### src/rtl/rvvi_retire_collector_if.sv
// Retirement and late-writeback port bundle between the core and the
// RVVI retire collector.
interface rvvi_retire_collector_if #(
  parameter int DEPTH = 4,
  parameter int TAG_W = $clog2(DEPTH)
);
  logic             ret_valid_i;
  logic             ret_ready_o;
  logic [31:0]      ret_pc_i;
  logic [31:0]      ret_insn_i;
  logic             ret_trap_i;
  logic             ret_rd_we_i;
  logic             ret_rd_fp_i;
  logic [4:0]       ret_rd_addr_i;
  logic [31:0]      ret_rd_wdata_i;
  logic             ret_wb_pending_i;
  logic             ret_csr_we_i;
  logic [11:0]      ret_csr_addr_i;
  logic [31:0]      ret_csr_wdata_i;
  logic [TAG_W-1:0] ret_tag_o;
  logic             lwb_valid_i;
  logic [TAG_W-1:0] lwb_tag_i;
  logic [31:0]      lwb_wdata_i;

  modport master (
    output ret_valid_i, ret_pc_i, ret_insn_i,
    output ret_trap_i, ret_rd_we_i, ret_rd_fp_i,
    output ret_rd_addr_i, ret_rd_wdata_i,
    output ret_wb_pending_i, ret_csr_we_i,
    output ret_csr_addr_i, ret_csr_wdata_i,
    output lwb_valid_i, lwb_tag_i, lwb_wdata_i,
    input  ret_ready_o, ret_tag_o
  );

  modport slave (
    input  ret_valid_i, ret_pc_i, ret_insn_i,
    input  ret_trap_i, ret_rd_we_i, ret_rd_fp_i,
    input  ret_rd_addr_i, ret_rd_wdata_i,
    input  ret_wb_pending_i, ret_csr_we_i,
    input  ret_csr_addr_i, ret_csr_wdata_i,
    input  lwb_valid_i, lwb_tag_i, lwb_wdata_i,
    output ret_ready_o, ret_tag_o
  );
endinterface

### src/rtl/rvvi_retire_collector.sv
// Collects retirements plus late writebacks and emits one in-order,
// fully populated RVVI record per retired instruction.
module rvvi_retire_collector #(
  parameter int DEPTH = 4,
  parameter int TAG_W = $clog2(DEPTH)
) (
  input  logic        clk_i,
  input  logic        rst_n_i,
  rvvi_retire_collector_if.slave rif,
  output logic        rvvi_valid_o,
  output logic [63:0] rvvi_order_o,
  output logic [31:0] rvvi_pc_o,
  output logic [31:0] rvvi_insn_o,
  output logic        rvvi_trap_o,
  output logic [31:0] rvvi_x_wb_o,
  output logic [31:0] rvvi_f_wb_o,
  output logic [31:0] rvvi_rd_wdata_o,
  output logic        rvvi_csr_wb_o,
  output logic [11:0] rvvi_csr_addr_o,
  output logic [31:0] rvvi_csr_wdata_o,
  output logic        err_o
);

  localparam int CNT_W = TAG_W + 1;

  typedef struct packed {
    logic        valid;
    logic        done;
    logic [31:0] pc;
    logic [31:0] insn;
    logic        trap;
    logic        we;
    logic        fp;
    logic [4:0]  addr;
    logic [31:0] wdata;
    logic        csr_we;
    logic [11:0] csr_addr;
    logic [31:0] csr_wdata;
  } slot_t;

  typedef struct packed {
    logic        valid;
    logic [63:0] order;
    logic [31:0] pc;
    logic [31:0] insn;
    logic        trap;
    logic [31:0] x_wb;
    logic [31:0] f_wb;
    logic [31:0] rd_wdata;
    logic        csr_wb;
    logic [11:0] csr_addr;
    logic [31:0] csr_wdata;
  } rec_t;

  slot_t            slot_q [DEPTH];
  slot_t            slot_d [DEPTH];
  logic [TAG_W-1:0] head_q, head_d;
  logic [TAG_W-1:0] tail_q, tail_d;
  logic [CNT_W-1:0] count_q, count_d;
  logic [63:0]      order_q, order_d;
  logic             err_q, err_d;
  rec_t             rec_q, rec_d;

  logic  ready;
  logic  acc;
  logic  emit;
  logic  lwb_ok;
  slot_t hs;
  slot_t ns;

  always_comb begin
    ready  = (count_q != CNT_W'(DEPTH));
    acc    = rif.ret_valid_i && ready;
    emit   = slot_q[head_q].valid && slot_q[head_q].done;
    // The slot being allocated this cycle is not yet a legal target.
    lwb_ok = slot_q[rif.lwb_tag_i].valid
          && !slot_q[rif.lwb_tag_i].done
          && !(acc && (rif.lwb_tag_i == tail_q));
  end

  assign rif.ret_ready_o = ready;
  assign rif.ret_tag_o   = tail_q;

  always_comb begin
    ns           = '0;
    ns.valid     = 1'b1;
    ns.done      = !(rif.ret_rd_we_i
                  && rif.ret_wb_pending_i
                  && !rif.ret_trap_i);
    ns.pc        = rif.ret_pc_i;
    ns.insn      = rif.ret_insn_i;
    ns.trap      = rif.ret_trap_i;
    ns.we        = rif.ret_rd_we_i
                && !rif.ret_trap_i
                && !((rif.ret_rd_addr_i == 5'd0)
                     && !rif.ret_rd_fp_i);
    ns.fp        = rif.ret_rd_fp_i;
    ns.addr      = rif.ret_rd_addr_i;
    ns.wdata     = rif.ret_rd_wdata_i;
    ns.csr_we    = rif.ret_csr_we_i;
    ns.csr_addr  = rif.ret_csr_addr_i;
    ns.csr_wdata = rif.ret_csr_wdata_i;
  end

  always_comb begin
    slot_d    = slot_q;
    head_d    = head_q;
    tail_d    = tail_q;
    count_d   = count_q;
    order_d   = order_q;
    rec_d     = rec_q;
    rec_d.valid = 1'b0;
    hs        = slot_q[head_q];

    if (emit) begin
      slot_d[head_q].valid = 1'b0;
      slot_d[head_q].done  = 1'b0;
      head_d          = head_q + TAG_W'(1);
      order_d         = order_q + 64'd1;
      rec_d.valid     = 1'b1;
      rec_d.order     = order_q + 64'd1;
      rec_d.pc        = hs.pc;
      rec_d.insn      = hs.insn;
      rec_d.trap      = hs.trap;
      rec_d.x_wb      = (hs.we && !hs.fp)
                      ? (32'h1 << hs.addr) : '0;
      rec_d.f_wb      = (hs.we && hs.fp)
                      ? (32'h1 << hs.addr) : '0;
      rec_d.rd_wdata  = hs.wdata;
      rec_d.csr_wb    = hs.csr_we;
      rec_d.csr_addr  = hs.csr_addr;
      rec_d.csr_wdata = hs.csr_wdata;
    end

    if (rif.lwb_valid_i && lwb_ok) begin
      slot_d[rif.lwb_tag_i].wdata = rif.lwb_wdata_i;
      slot_d[rif.lwb_tag_i].done  = 1'b1;
    end

    if (acc) begin
      slot_d[tail_q] = ns;
      tail_d         = tail_q + TAG_W'(1);
    end

    case ({acc, emit})
      2'b10:   count_d = count_q + CNT_W'(1);
      2'b01:   count_d = count_q - CNT_W'(1);
      default: count_d = count_q;
    endcase

    err_d = err_q
         | (rif.ret_valid_i && !ready)
         | (rif.lwb_valid_i && !lwb_ok);
  end

  always_ff @(posedge clk_i or negedge rst_n_i) begin
    if (!rst_n_i) begin
      for (int i = 0; i < DEPTH; i++) begin
        slot_q[i] <= '0;
      end
      head_q  <= '0;
      tail_q  <= '0;
      count_q <= '0;
      order_q <= '0;
      err_q   <= 1'b0;
      rec_q   <= '0;
    end else begin
      for (int i = 0; i < DEPTH; i++) begin
        slot_q[i] <= slot_d[i];
      end
      head_q  <= head_d;
      tail_q  <= tail_d;
      count_q <= count_d;
      order_q <= order_d;
      err_q   <= err_d;
      rec_q   <= rec_d;
    end
  end

  assign rvvi_valid_o     = rec_q.valid;
  assign rvvi_order_o     = rec_q.order;
  assign rvvi_pc_o        = rec_q.pc;
  assign rvvi_insn_o      = rec_q.insn;
  assign rvvi_trap_o      = rec_q.trap;
  assign rvvi_x_wb_o      = rec_q.x_wb;
  assign rvvi_f_wb_o      = rec_q.f_wb;
  assign rvvi_rd_wdata_o  = rec_q.rd_wdata;
  assign rvvi_csr_wb_o    = rec_q.csr_wb;
  assign rvvi_csr_addr_o  = rec_q.csr_addr;
  assign rvvi_csr_wdata_o = rec_q.csr_wdata;
  assign err_o            = err_q;

endmodule

### src/flat_wrapper.sv
// flat-port wrapper written by rule: the top's interface ports become plain ports
module rvvi_retire_collector_flat 
#(
  parameter int DEPTH = 4,
  parameter int TAG_W = $clog2(DEPTH)
)
  (clk_i, rst_n_i, rvvi_valid_o, rvvi_order_o, rvvi_pc_o, rvvi_insn_o, rvvi_trap_o, rvvi_x_wb_o, rvvi_f_wb_o, rvvi_rd_wdata_o, rvvi_csr_wb_o, rvvi_csr_addr_o, rvvi_csr_wdata_o, err_o, rif_ret_valid_i, rif_ret_pc_i, rif_ret_insn_i, rif_ret_trap_i, rif_ret_rd_we_i, rif_ret_rd_fp_i, rif_ret_rd_addr_i, rif_ret_rd_wdata_i, rif_ret_wb_pending_i, rif_ret_csr_we_i, rif_ret_csr_addr_i, rif_ret_csr_wdata_i, rif_lwb_valid_i, rif_lwb_tag_i, rif_lwb_wdata_i, rif_ret_ready_o, rif_ret_tag_o);
  rvvi_retire_collector_if #(.DEPTH(DEPTH), .TAG_W(TAG_W)) rif_i ();
  input  logic clk_i;
  input  logic rst_n_i;
  output logic rvvi_valid_o;
  output logic [63:0] rvvi_order_o;
  output logic [31:0] rvvi_pc_o;
  output logic [31:0] rvvi_insn_o;
  output logic rvvi_trap_o;
  output logic [31:0] rvvi_x_wb_o;
  output logic [31:0] rvvi_f_wb_o;
  output logic [31:0] rvvi_rd_wdata_o;
  output logic rvvi_csr_wb_o;
  output logic [11:0] rvvi_csr_addr_o;
  output logic [31:0] rvvi_csr_wdata_o;
  output logic err_o;
  input wire logic [$bits(rif_i.ret_valid_i)-1:0] rif_ret_valid_i;
  input wire logic [$bits(rif_i.ret_pc_i)-1:0] rif_ret_pc_i;
  input wire logic [$bits(rif_i.ret_insn_i)-1:0] rif_ret_insn_i;
  input wire logic [$bits(rif_i.ret_trap_i)-1:0] rif_ret_trap_i;
  input wire logic [$bits(rif_i.ret_rd_we_i)-1:0] rif_ret_rd_we_i;
  input wire logic [$bits(rif_i.ret_rd_fp_i)-1:0] rif_ret_rd_fp_i;
  input wire logic [$bits(rif_i.ret_rd_addr_i)-1:0] rif_ret_rd_addr_i;
  input wire logic [$bits(rif_i.ret_rd_wdata_i)-1:0] rif_ret_rd_wdata_i;
  input wire logic [$bits(rif_i.ret_wb_pending_i)-1:0] rif_ret_wb_pending_i;
  input wire logic [$bits(rif_i.ret_csr_we_i)-1:0] rif_ret_csr_we_i;
  input wire logic [$bits(rif_i.ret_csr_addr_i)-1:0] rif_ret_csr_addr_i;
  input wire logic [$bits(rif_i.ret_csr_wdata_i)-1:0] rif_ret_csr_wdata_i;
  input wire logic [$bits(rif_i.lwb_valid_i)-1:0] rif_lwb_valid_i;
  input wire logic [$bits(rif_i.lwb_tag_i)-1:0] rif_lwb_tag_i;
  input wire logic [$bits(rif_i.lwb_wdata_i)-1:0] rif_lwb_wdata_i;
  output wire logic [$bits(rif_i.ret_ready_o)-1:0] rif_ret_ready_o;
  output wire logic [$bits(rif_i.ret_tag_o)-1:0] rif_ret_tag_o;
  assign rif_i.ret_valid_i = rif_ret_valid_i;
  assign rif_i.ret_pc_i = rif_ret_pc_i;
  assign rif_i.ret_insn_i = rif_ret_insn_i;
  assign rif_i.ret_trap_i = rif_ret_trap_i;
  assign rif_i.ret_rd_we_i = rif_ret_rd_we_i;
  assign rif_i.ret_rd_fp_i = rif_ret_rd_fp_i;
  assign rif_i.ret_rd_addr_i = rif_ret_rd_addr_i;
  assign rif_i.ret_rd_wdata_i = rif_ret_rd_wdata_i;
  assign rif_i.ret_wb_pending_i = rif_ret_wb_pending_i;
  assign rif_i.ret_csr_we_i = rif_ret_csr_we_i;
  assign rif_i.ret_csr_addr_i = rif_ret_csr_addr_i;
  assign rif_i.ret_csr_wdata_i = rif_ret_csr_wdata_i;
  assign rif_i.lwb_valid_i = rif_lwb_valid_i;
  assign rif_i.lwb_tag_i = rif_lwb_tag_i;
  assign rif_i.lwb_wdata_i = rif_lwb_wdata_i;
  assign rif_ret_ready_o = rif_i.ret_ready_o;
  assign rif_ret_tag_o = rif_i.ret_tag_o;
  rvvi_retire_collector #(.DEPTH(DEPTH), .TAG_W(TAG_W)) u_core (.clk_i(clk_i), .rst_n_i(rst_n_i), .rif(rif_i), .rvvi_valid_o(rvvi_valid_o), .rvvi_order_o(rvvi_order_o), .rvvi_pc_o(rvvi_pc_o), .rvvi_insn_o(rvvi_insn_o), .rvvi_trap_o(rvvi_trap_o), .rvvi_x_wb_o(rvvi_x_wb_o), .rvvi_f_wb_o(rvvi_f_wb_o), .rvvi_rd_wdata_o(rvvi_rd_wdata_o), .rvvi_csr_wb_o(rvvi_csr_wb_o), .rvvi_csr_addr_o(rvvi_csr_addr_o), .rvvi_csr_wdata_o(rvvi_csr_wdata_o), .err_o(err_o));
endmodule
### config.mk
export PLATFORM = sky130hd
export DESIGN_NAME = rvvi_retire_collector_flat
export DESIGN_NICKNAME = d
export VERILOG_FILES = /design/src/rtl/rvvi_retire_collector_if.sv /design/src/rtl/rvvi_retire_collector.sv /design/src/flat_wrapper.sv
export SDC_FILE = /design/constraint.sdc
export NUM_CORES = 1
export LEC_CHECK = 0
export ABC_CLOCK_PERIOD_IN_PS = 8200
export BUFFER_PORTS_ARGS = -buffer_cell sky130_fd_sc_hd__buf_2
export CAP_MARGIN = 25
export CORE_MARGIN = 2
export CORE_UTILIZATION = 45
export CTS_BUF_LIST = sky130_fd_sc_hd__clkbuf_16
export DETAILED_ROUTE_END_ITERATION = 7
export GPL_ROUTABILITY_DRIVEN = 1
export PLACE_DENSITY = 0.74
export SLEW_MARGIN = 15
export SYNTH_ARGS = -nofsm -noshare
export SYNTH_HDL_FRONTEND = slang
export SYNTH_SLANG_ARGS = --single-unit
### constraint.sdc
create_clock -name clk_i -period 8.2 [get_ports clk_i]
set_input_delay 0.82 -clock clk_i [delete_from_list [all_inputs] [get_ports clk_i]]
set_output_delay 0.82 -clock clk_i [all_outputs]
set_load 0.005 [all_outputs]
==> impl_metrics.csv <==
group,metric,value,unit
routing,post_drt_wl_per_cell,20.9,um
synth,ys_types,49,
synth,syn_nets,3270,
sta,rsz0062_at_grt,"false",
setup_path,cp-start-kind,"register",
synth,synth_edf_count,0,
global_routing,busiest_layer,"met2",
sta,hold_violations,0,
power_and_ir_drop,power.density,413,nW/um2
routing,wirelength,98300,um
sta,worst_pin_slew,1.05,ns
clocking,clock_sinks,883,
run_status,outcome,"finished clean",
sta,fmax,0.224,GHz
global_routing,gr-usage-all-layers,22.4,%
setup_path,critical_path_required,8.79,ns
hold_path,hold_path.class,"in2async",
synth,ys.flop_type,"dfrtp_1",
synth,syn_inst,3071,
synth,yosysSeqAreaShare,57.8,%
cells_and_area,final_common_cell,"dfrtp_1",
routing,final_antenna_net_count,0,
routing,dr.pass1.iters,6,
clocking,clk_path_buf_depth,3,
die,start_util,45.6,%
synth,ys_ff_latch,883,
routing,first_iter_violations,1890,
cells_and_area,final_cell_mix,"dfrtp_1 (881), nand2_1 (751), mux2_2 (468), buf_2 (461), nor2_1 (177)",
die,dieArea,87200,um2
clocking,insertion_delay,0.67,ns
global_routing,grt_pass1_wl,153000,um
global_routing,grt.overflow.total,0,
clocking,path_clk_slew,0.06,ns
power_and_ir_drop,ir_drop,406,uV
setup_path,arrival,5.06,ns
sta,period_needed,4.46,ns
die,dieWidth,295,um
routing,dr_total_vias,25904,
routing,drc,0,
sta,tns,0,ns
die,num_io_pins,463,
place,hpwl,60600,um
cells_and_area,fill_cells,7080,
power_and_ir_drop,p_leak,0.0210,uW
global_routing,grt_use_met3,5.76,%
clocking,cts_resized,0,
clocking,cts-buffers-inserted,94,
synth,synth_area_leader_cell,"dfrtp_1",
global_routing,antenna_found_initial,34,
place,placed_area,41500,um2
place,portBuffers,462,
synth,netlist_top_cells_area,"dfrtp_1 (58%), mux2_2 (14%), mux4_2 (8.8%)",
sta,slew_viol_final,0,
die,die_h,295,um
global_routing,grt_util_met1,28.4,%
clocking,cts_tree,"built",
cells_and_area,final_area,44600,um2
synth,synth-warning-count,0,
sta,finalSetupViolations,0,
cells_and_area,layout-drive-gt1-share,36.1,%
die,coreArea,83800,um2
clocking,post-cts-setup-buffers,0,
clocking,cts_hold_buf,0,
synth,async_flop_share,100,%
sta,fin_skew,0.0498,ns
sta,final.period_utilization,54.4,%
job,max-cap-violations,0,
place,gp_congestion,0.860,
global_routing,grt_max_degree,170,
synth,avgSynthCellArea,12.4,um2
sta,timing.hold.ws,0.198,ns
sta,slew_headroom,30.2,%
setup_path,end_kind,"register",
cells_and_area,syn_to_final_growth,16.7,%
global_routing,grt_use_met2,37.1,%
setup_path,crit_fanout,83,
setup_path,critPathKind,"reg2reg",
global_routing,grt_pass1_vias,26723,
die,row_count,106,
synth,synth_area,38200,um2
cells_and_area,fin_nets,3671,
clocking,cts-root-buf,"clkbuf_16",
clocking,htree_levels,3,
routing,viasPerCell,5.51,
synth,synth_top_area_share,57.8,%
## routing by layer
metal	part of all wire [%]	up-vias
met5	0.21	-
met4	3.0	32
met3	7.7	205
met2	49	816
met1	40	13324
li1	-	11527
## sequential cells by signal, summed over array words and instances (netlist names)
register,count
u_core.count_q,3
u_core.rvvi_insn_o,32
u_core.head_q,2
u_core.rvvi_csr_wb_o,1
u_core.rvvi_rd_wdata_o,32
u_core.rvvi_valid_o,1
u_core.rvvi_trap_o,1
u_core.rvvi_pc_o,32
u_core.rif.ret_tag_o,2
u_core.err_o,1
u_core.rvvi_f_wb_o,32
u_core.slot_q,604
u_core.rvvi_csr_wdata_o,32
u_core.order_q,64
u_core.rvvi_x_wb_o,32
u_core.rvvi_csr_addr_o,12
## layout make-up
cell class                 instances  area [um2]  area share, %
sequential                       883       22100           49.6
multi-input combinational       1975       15200           34.2
timing repair buffer             496        2690           6.02
clock buffer                      94        2350           5.28
tap                             1134        1420           3.18
clock inverter                    71         622           1.40
inverter                          22        87.6          0.196
antenna                           26        65.1          0.146
## final timing paths
| check | slack [ns] | cells past startpoint | startpoint | end |
|---|---|---|---|---|
| setup / recovery | 3.74 | 6 | u_core.head_q[1] | u_core.order_q[60] |
| hold / removal | 0.20 | 1 | rst_n_i | u_core.slot_q[66] |
| setup reg to reg | 3.74 | 6 | u_core.head_q[1] | u_core.order_q[60] |
| hold reg to reg | 0.47 | 2 | u_core.rvvi_pc_o[31] | u_core.rvvi_pc_o[31] |
| max in group asynchronous | 6.23 | 3 | rst_n_i | u_core.rvvi_f_wb_o[17] |
| min in group clk_i | 0.42 | 2 | rif_ret_pc_i[18] | u_core.slot_q[286] |
## worst max-delay path, cell delays in order (launching register included)
cell     delay (ns)
dfrtp_4        1.11
inv_1          0.22
mux4_4         0.92
inv_6          0.76
nand4_2        0.57
nor4_1         0.53
xor2_1         0.19
## report_power, final
| part | leakage [uW] | switching (uW) | internal (uW) |
|---|---|---|---|
| Combinational | 0.00871 | 3470 | 3400 |
| Clock | 0.00153 | 1790 | 2290 |
| Sequential | 0.0107 | 1110 | 6360 |
| Total | 0.0210 | 6370 | 12000 |
## stage by stage
stage / cells / power, uW / util, % / worst slack (ns)
floorplan: 3071 / 12300 / - / 5.37
global placement: 4507 / 14100 / 49.5 / 3.93
detailed placement: 4508 / 14400 / 49.5 / 3.76
CTS: 4673 / 18500 / 53.0 / 3.72
global route: 4691 / 19600 / 53.1 / 3.52
finish: 4701 / 18400 / 53.2 / 3.74
## logic make-up after synthesis
group	after synthesis	share of synthesized area (%)
XOR/XNOR	69	1.58
AO/OA/AOI/OAI	211	3.72
AND/OR/NAND/NOR	1065	11.4
adder cells (fa/ha/maj)	11	0.380
multiplexers	619	22.6
buffers and inverters	213	2.41
flip-flops	883	57.8
## synth_stat cells (10+ instances only)
master and instances:
ha_1 10, xnor2_1 24, buf_1 11, o21ai_1 16, a31oi_1 128, clkbuf_1 87
nand3_1 23, a21oi_1 11, inv_1 17, nor4_1 11, nand4_1 18, nand2_1 755
a22o_1 44, xor2_1 45, dfrtp_1 883, nor3_1 22, nor2_1 177, mux4_2 149
mux2_2 468, buf_2 92
(Power assumes the default switching activity.)
